===== config.mk =====
export PLATFORM = sky130hd
export DESIGN_NAME = tkz_sched_ctrl
export DESIGN_NICKNAME = d
export VERILOG_FILES = /design/src/rtl/tkz_sched_ctrl.sv
export SDC_FILE = /design/constraint.sdc
export NUM_CORES = 1
export LEC_CHECK = 0
export CAP_MARGIN = 20
export CORE_MARGIN = 10
export CORE_UTILIZATION = 40
export CTS_CLUSTER_DIAMETER = 60
export CTS_CLUSTER_SIZE = 8
export DETAILED_ROUTE_END_ITERATION = 6
export GPL_TIMING_DRIVEN = 0
export PLACE_DENSITY = 0.75
export SKIP_CTS_REPAIR_TIMING = 1
export SYNTH_ARGS = -nofsm -noshare
export SYNTH_HDL_FRONTEND = slang
export SYNTH_SLANG_ARGS = --single-unit

===== constraint.sdc =====
create_clock -name clk -period 3.3 [get_ports clk]
set_input_delay 0.66 -clock clk [delete_from_list [all_inputs] [get_ports clk]]
set_output_delay 0.66 -clock clk [all_outputs]
set_load 0.05 [all_outputs]

===== src/rtl/tkz_sched_ctrl.sv =====
// tkz_sched_ctrl: se/enc strobe sequencer for the masked TKz tweakey register.
// Drives LOAD -> RUN -> REVERT -> DONE across one SKINNY-128-384+ invocation
// and exposes round/phase counters plus a start/busy/done handshake.
// Optional build macro: TKZ_SCHED_CG_EN (cg_en = se | enc when defined, else 1).
module tkz_sched_ctrl #(
    parameter int unsigned ROUNDS      = 40,
    parameter int unsigned CPR         = 4,
    parameter int unsigned LOAD_CYCLES = 2
) (
    input  logic       clk,
    input  logic       rst,
    input  logic       start,
    input  logic       abort,
    output logic       busy,
    output logic       done,
    output logic       se,
    output logic       enc,
    output logic [5:0] round,
    output logic [2:0] phase,
    output logic       last_round,
    output logic       cg_en
);

    localparam int unsigned LCW = (LOAD_CYCLES > 1) ? $clog2(LOAD_CYCLES) : 1;
    localparam logic [5:0]     ROUND_LAST = 6'(ROUNDS - 1);
    localparam logic [2:0]     PHASE_LAST = 3'(CPR - 1);
    localparam logic [LCW-1:0] LOAD_LAST  = LCW'(LOAD_CYCLES - 1);
    localparam logic           ONE_ROUND  = (ROUNDS == 1);

    typedef enum logic [2:0] {
        IDLE   = 3'd0,
        LOAD   = 3'd1,
        RUN    = 3'd2,
        REVERT = 3'd3,
        DONE   = 3'd4
    } state_t;

    state_t         state_q;
    logic [LCW-1:0] load_cnt_q;
    logic [5:0]     round_q;
    logic [2:0]     phase_q;
    logic           busy_q;
    logic           done_q;
    logic           se_q;
    logic           enc_q;
    logic           last_q;

    // Next-cycle incremented counters, used for wrap and strobe look-ahead.
    logic [5:0] round_inc;
    logic [2:0] phase_inc;
    assign round_inc = 6'(round_q + 6'd1);
    assign phase_inc = 3'(phase_q + 3'd1);

    // FSM: state, counters and registered outputs for the state being entered.
    always_ff @(posedge clk) begin
        if (rst || (abort && state_q != IDLE)) begin
            state_q    <= IDLE;
            load_cnt_q <= '0;
            round_q    <= '0;
            phase_q    <= '0;
            busy_q     <= 1'b0;
            done_q     <= 1'b0;
            se_q       <= 1'b0;
            enc_q      <= 1'b0;
            last_q     <= 1'b0;
        end else begin
            case (state_q)
                IDLE: begin
                    if (start) begin
                        state_q    <= LOAD;
                        load_cnt_q <= '0;
                        busy_q     <= 1'b1;
                        se_q       <= 1'b1;
                    end
                end
                LOAD: begin
                    if (load_cnt_q == LOAD_LAST) begin
                        state_q <= RUN;
                        round_q <= '0;
                        phase_q <= '0;
                        se_q    <= 1'b0;
                        enc_q   <= 1'b0;
                        last_q  <= ONE_ROUND;
                    end else begin
                        load_cnt_q <= LCW'(load_cnt_q + LCW'(1));
                    end
                end
                RUN: begin
                    if (phase_q == PHASE_LAST) begin
                        enc_q <= 1'b0;
                        if (round_q == ROUND_LAST) begin
                            // Round index holds at its final value through REVERT/DONE.
                            state_q <= REVERT;
                            se_q    <= 1'b1;
                            last_q  <= 1'b0;
                        end else begin
                            round_q <= round_inc;
                            phase_q <= '0;
                            last_q  <= (round_inc == ROUND_LAST);
                        end
                    end else begin
                        phase_q <= phase_inc;
                        enc_q   <= (phase_inc == PHASE_LAST);
                    end
                end
                REVERT: begin
                    state_q <= DONE;
                    se_q    <= 1'b0;
                    done_q  <= 1'b1;
                end
                DONE: begin
                    state_q <= IDLE;
                    busy_q  <= 1'b0;
                    done_q  <= 1'b0;
                    round_q <= '0;
                    phase_q <= '0;
                end
                default: begin
                    state_q <= IDLE;
                    busy_q  <= 1'b0;
                    done_q  <= 1'b0;
                    se_q    <= 1'b0;
                    enc_q   <= 1'b0;
                    last_q  <= 1'b0;
                    round_q <= '0;
                    phase_q <= '0;
                end
            endcase
        end
    end

    assign busy       = busy_q;
    assign done       = done_q;
    assign se         = se_q;
    assign enc        = enc_q;
    assign round      = round_q;
    assign phase      = phase_q;
    assign last_round = last_q;

    // TKz clock enable: gated variant only clocks on cycles where TKz changes.
`ifdef TKZ_SCHED_CG_EN
    assign cg_en = se_q | enc_q;
`else
    assign cg_en = 1'b1;
`endif

endmodule


==> flow_metrics.py, run 1 <==
metrics = {
    "outcome": {
        "outcome": "completed",
    },
    "cts": {
        "clkSinkCount": 18,
        "cts_max_level": 1,
        "cts_tree": "built",
        "max-clock-path-buffers": 2,
        "clk_pin_slew_ps": 100,
        "cts-root-buf": "clkbuf_4",
        "insertion_delay_ps": 300,
        "cts-buffers-inserted": 3,
    },
    "routing": {
        "wire_per_inst_microns": 13.8,
        "first_iter_violations": 54,
        "post_drt_via_cell_ratio": 5.55,
        "firstDrtPassIters": 4,
        "ant_nets": 0,
        "drt_wl_total_microns": 2450,
        "vias": 988,
        "drc_errors": 0,
    },
    "floorplan": {
        "fp.dieArea_sq_um": 4960,
        "die_h_microns": 70.4,
        "placementRows": 18,
        "initial_core_util_pct": 41.4,
        "coreArea_sq_um": 2450,
        "die_x_microns": 70.4,
        "ios": 19,
    },
    "worst_setup_path": {
        "start_kind": "register",
        "cp.arrival_ps": 1650,
        "cp_max_fo": 8,
        "crit_family": "buffers and inverters",
        "crit_required_ps": 2640,
        "path_cells": "clkdlybuf4s50_1",
        "cp.buffers_inverters": 1,
        "path_class": "reg -> out",
        "slowest_delay_ps": 870,
        "slowest_stage": "clkdlybuf4s50_1",
        "setup.worst_path.end_class": "output port",
    },
    "global_route": {
        "antenna_found_initial": 0,
        "grt_max_degree": 11,
        "grt_pass1_wl_microns": 4330,
        "grtUsageTotal_pct": 10.1,
        "grt_pass1_vias": 1075,
        "overflow": 0,
    },
    "sta": {
        "final.period_utilization_pct": 70.0,
        "setup-violations-final": 0,
        "max_freq_ghz": 0.433,
        "final-max-slew-violation-count": 0,
        "hold_violations": 0,
        "skew_ps": 5.71,
        "hold_ws_ps": 471,
        "tightest_slew_ps": 827,
        "fin_tns_setup_ps": 0,
        "fin_crit_ps": 2310,
        "slew_headroom_pct": 44.4,
        "rsz0062_at_grt": "no",
    },
    "power": {
        "vdd_drop_max_v": 0.000253,
        "leakage_nw": 0.472,
        "powerDensity_nw_per_um2": 375,
    },
    "synth": {
        "synth_cell_types": 43,
        "ys_seq_elements": 18,
        "syn-instance-count": 127,
        "seq_area_frac_synth_pct": 35.5,
        "syn-num-nets": 137,
        "yosysWarnings": 0,
        "syn_area_sq_um": 1020,
        "synth_ff_type": "dfxtp_1",
        "synth.avg_cell_area_sq_um": 8.00,
        "async_flop_share_pct": 0,
        "synth_edf_count": 0,
    },
    "place": {
        "place_area_sq_um": 1220,
        "portBuffers": 17,
        "dp_hpwl_microns": 1840,
        "place.gp.congestion": 0.893,
    },
    "cells_and_area": {
        "seq_area_sq_um": 360,
        "fill_cells": 241,
        "area_growth_pct": 24.0,
        "multiInputGateArea_sq_um": 583,
        "stdcell_area_sq_um": 1260,
        "nNetsFinal": 159,
        "antenna_cells": 0,
        "drive_gt1_share_pct": 8.11,
    },
    "worst_hold_path": {
        "hp-class": "reg -> reg",
    },
    "flow_run": {
        "cap_viol_max_count": 0,
    },
}
==> per-layer routing <==
layer | vias to the layer above | wire, microns | share of wire (%) | global-route usage (%)
li1 | 491 | - | - | -
met1 | 466 | 1070 | 44 | 10.5
met2 | 29 | 1150 | 47 | 16.9
met3 | 2 | 213 | 8.7 | 4.80
met4 | 0 | 14 | 0.57 | 4.61
met5 | - | 0 | 0 | 0
==> area by class of cell <==
| type | instances | area share, % |
|---|---|---|
| Timing Repair Buffer | 17 | 13.5 |
| Tap cell | 30 | 2.98 |
| Inverter | 11 | 3.28 |
| Multi-Input combinational cell | 92 | 46.3 |
| Sequential cell | 18 | 28.6 |
| Buffer | 6 | 2.48 |
| Clock buffer | 4 | 2.88 |
==> synthesized netlist by cell type (3+ instances only) <==
library cell | count | area share [%]
buf_2 | 4 | 2.0
nor2b_1 | 3 | 1.8
dfxtp_1 | 18 | 35
inv_1 | 11 | 4.1
nand3_1 | 5 | 2.5
nand2_1 | 10 | 3.7
ha_1 | 6 | 7.4
a21oi_1 | 7 | 3.4
o21ai_0 | 4 | 2.0
nor2_1 | 13 | 4.8
o22ai_1 | 4 | 2.5
==> logic make-up (layout without fill, tap and decap cells) <==
family / after synthesis / in the layout / synth area share, %
and+or+nand+nor: 50 / 50 / 26.1
AOI/OAI and AO/OA: 32 / 32 / 20.7
muxes: 2 / 2 / 1.97
other: 1 / 1 / 0.369
DFF: 18 / 18 / 35.5
buffers and inverters: 17 / 38 / 7.14
adders and majority gates: 6 / 6 / 7.39
xor gates and xnor gates: 1 / 1 / 0.862
==> path summary, 6_finish.rpt <==
path | from | endpoint | slack (ps) | cells after the start
max reg2reg | phase[0] | round[1] | 1120 | 6
max | round[4] | round[4] | 990 | 1
min reg2reg | enc | enc | 470 | 2
min | enc | enc | 470 | 2
==> through the flow <==
step / total power, W / util, % / instances / setup WS (ps)
floorplan: 0.000309 / - / 127 / 1180
global placement: 0.000334 / 49.8 / 174 / 948
detailed placement: 0.000336 / 49.8 / 174 / 917
CTS: 0.000476 / 51.3 / 178 / 996
global route: 0.000496 / 51.3 / 178 / 924
finish: 0.000472 / 51.3 / 178 / 989
==> power breakdown <==
part,switching [W],internal (W)
combinational,0.0000625,0.0000361
clock,0.0000725,0.0000673
sequential,0.00000712,0.000227
==> layout by cell type (no fill, tap or decap), drive strengths merged, types with 5 or more instances in the layout <==
cell	instances
dfxtp	18
clkdlybuf4s50	17
clkbuf	5
nand3	5
ha	6
inv	11
o21ai	6
a21oi	7
buf	5
nor2	13
nand2	10
==> flip-flops by register name (all words and copies together), names as in the netlist <==
register and cells:
last_round 1, state_q 3, done 1, se 1, load_cnt_q 1, enc 1, round 6, phase 3
busy 1
Power figures use the tool's default switching activity.
==> run 2, diff against run 1 <==
--- a/config.mk
+++ b/config.mk
@@ -12,7 +12,7 @@
 export CTS_CLUSTER_SIZE = 8
 export DETAILED_ROUTE_END_ITERATION = 6
 export GPL_TIMING_DRIVEN = 0
-export PLACE_DENSITY = 0.75
+export PLACE_DENSITY = 0.77
 export SKIP_CTS_REPAIR_TIMING = 1
 export SYNTH_ARGS = -nofsm -noshare
 export SYNTH_HDL_FRONTEND = slang
==> constraint.sdc (replaced) <==
create_clock -name clk -period 2 [get_ports clk]
set_input_delay 0.4 -clock clk [delete_from_list [all_inputs] [get_ports clk]]
set_output_delay 0.4 -clock clk [all_outputs]
set_load 0.05 [all_outputs]
==> flow_metrics.py, run 2 (synthesized netlist as in run 1, its figures left out) <==
metrics = {
    "power": {
        "vdd_drop_max_v": 0.000571,
        "powerDensity_nw_per_um2": 609,
        "p_seq_share_pct": 48.7,
        "leakage_nw": 0.570,
        "switching_share_pct": 30.9,
        "p_int_w": 0.000550,
        "power_frac_comb_pct": 22.2,
        "switchingPower_w": 0.000245,
        "clock_power_share_pct": 29.1,
    },
    "worst_setup_path": {
        "setup.worst_path.end_class": "output port",
        "start_kind": "register",
        "path_cells": "clkdlybuf4s50_1",
        "crit_required_ps": 1600,
        "cp.arrival_ps": 1510,
        "slowest_stage": "clkdlybuf4s50_1",
        "path_class": "reg -> out",
        "cp.buffers_inverters": 1,
        "slowest_delay_ps": 820,
        "crit_family": "buffers and inverters",
        "cp_max_fo": 4,
    },
    "cells_and_area": {
        "nNetsFinal": 159,
        "drive_gt1_share_pct": 11.5,
        "antenna_cells": 0,
        "final_common_cell": "dfxtp_1",
        "area_growth_pct": 28.6,
        "final_cell_mix": "dfxtp_1 (16), nor2_1 (13), clkdlybuf4s50_1 (12), inv_1 (11), nand2_1 (10)",
        "largest_reg_flops": 6,
        "stdcell_area_sq_um": 1310,
        "fin_cells": 178,
    },
    "cts": {
        "clkSinkCount": 18,
        "cts_tree": "built",
        "max-clock-path-buffers": 2,
        "clk_pin_slew_ps": 110,
        "insertion_delay_ps": 300,
        "cts-buffers-inserted": 3,
        "cts_max_level": 1,
        "cts-root-buf": "clkbuf_4",
    },
    "sta": {
        "tightest_slew_ps": 739,
        "slew_headroom_pct": 50.6,
        "hold_violations": 0,
        "worst_slack_ps": 89.8,
        "fin_crit_ps": 1910,
        "rsz0062_at_grt": "no",
        "final-max-slew-violation-count": 0,
        "fin_tns_setup_ps": 0,
        "setup-violations-final": 0,
        "skew_ps": 3.05,
        "final.period_utilization_pct": 95.5,
        "max_freq_ghz": 0.524,
        "hold_ws_ps": 468,
    },
    "floorplan": {
        "fp.dieArea_sq_um": 4960,
        "placementRows": 18,
        "coreArea_sq_um": 2450,
        "ios": 19,
        "die_x_microns": 70.4,
        "die_h_microns": 70.4,
        "initial_core_util_pct": 41.4,
    },
    "routing": {
        "vias": 990,
        "wire_per_inst_microns": 14.5,
        "first_iter_violations": 54,
        "ant_nets": 0,
        "drc_errors": 0,
        "drt_wl_total_microns": 2580,
        "firstDrtPassIters": 4,
        "post_drt_via_cell_ratio": 5.56,
    },
    "worst_hold_path": {
        "hp-class": "reg -> reg",
    },
    "global_route": {
        "grtUsageTotal_pct": 10.7,
        "grt_max_degree": 11,
        "overflow": 0,
        "grt_pass1_wl_microns": 4520,
        "antenna_found_initial": 0,
        "grt_pass1_vias": 1041,
    },
    "outcome": {
        "outcome": "completed",
    },
    "place": {
        "portBuffers": 17,
        "place_area_sq_um": 1230,
        "place.gp.congestion": 0.889,
        "dp.cells": 174,
        "dp_hpwl_microns": 1900,
        "preCtsSetupSlack_ps": -143,
    },
    "flow_run": {
        "cap_viol_max_count": 0,
    },
}
-- run 2: per-layer routing --
metal	part of all wire, %	GRT usage, %
met1	43	11.1
met2	48	18.3
met3	6.8	5.37
met4	1.4	3.29
met5	0	0
-- run 2: power groups by stage --
| stage | combinational [W] | clock [W] | sequential (W) |
|---|---|---|---|
| after floorplan | 0.0000921 | 0 | 0.000417 |
| after global placement | 0.000159 | 0 | 0.000392 |
| after detailed placement | 0.000164 | 0 | 0.000393 |
| after CTS | 0.000165 | 0.000237 | 0.000385 |
| after global routing | 0.000194 | 0.000259 | 0.000389 |
| final | 0.000177 | 0.000232 | 0.000387 |
-- run 2: area by class of cell --
| cell class | count | area [sq um] |
|---|---|---|
| Clock buffer | 4 | 36.3 |
| Multi-Input combinational cell | 92 | 614 |
| Timing Repair Buffer | 17 | 183 |
| Buffer | 6 | 31.3 |
| Tap cell | 30 | 37.5 |
| Sequential cell | 18 | 363 |
| Inverter | 11 | 41.3 |
| Fill cell | 246 | 1150 |
-- run 2: path summary, 6_finish.rpt --
check | startpoint | to | slack (ps) | cells past startpoint
worst max register to register | phase[0] | round[5] | 150 | 6
worst min register to register | se | se | 470 | 2
worst max-delay path | phase[2] | phase[2] | 90 | 1
worst min-delay path | se | se | 470 | 2
-- run 2: stage by stage --
step	total power [W]	util [%]
floorplan	0.000510	-
global placement	0.000551	49.9
detailed placement	0.000557	49.9
CTS	0.000787	51.4
global route	0.000843	53.2
finish	0.000796	53.2
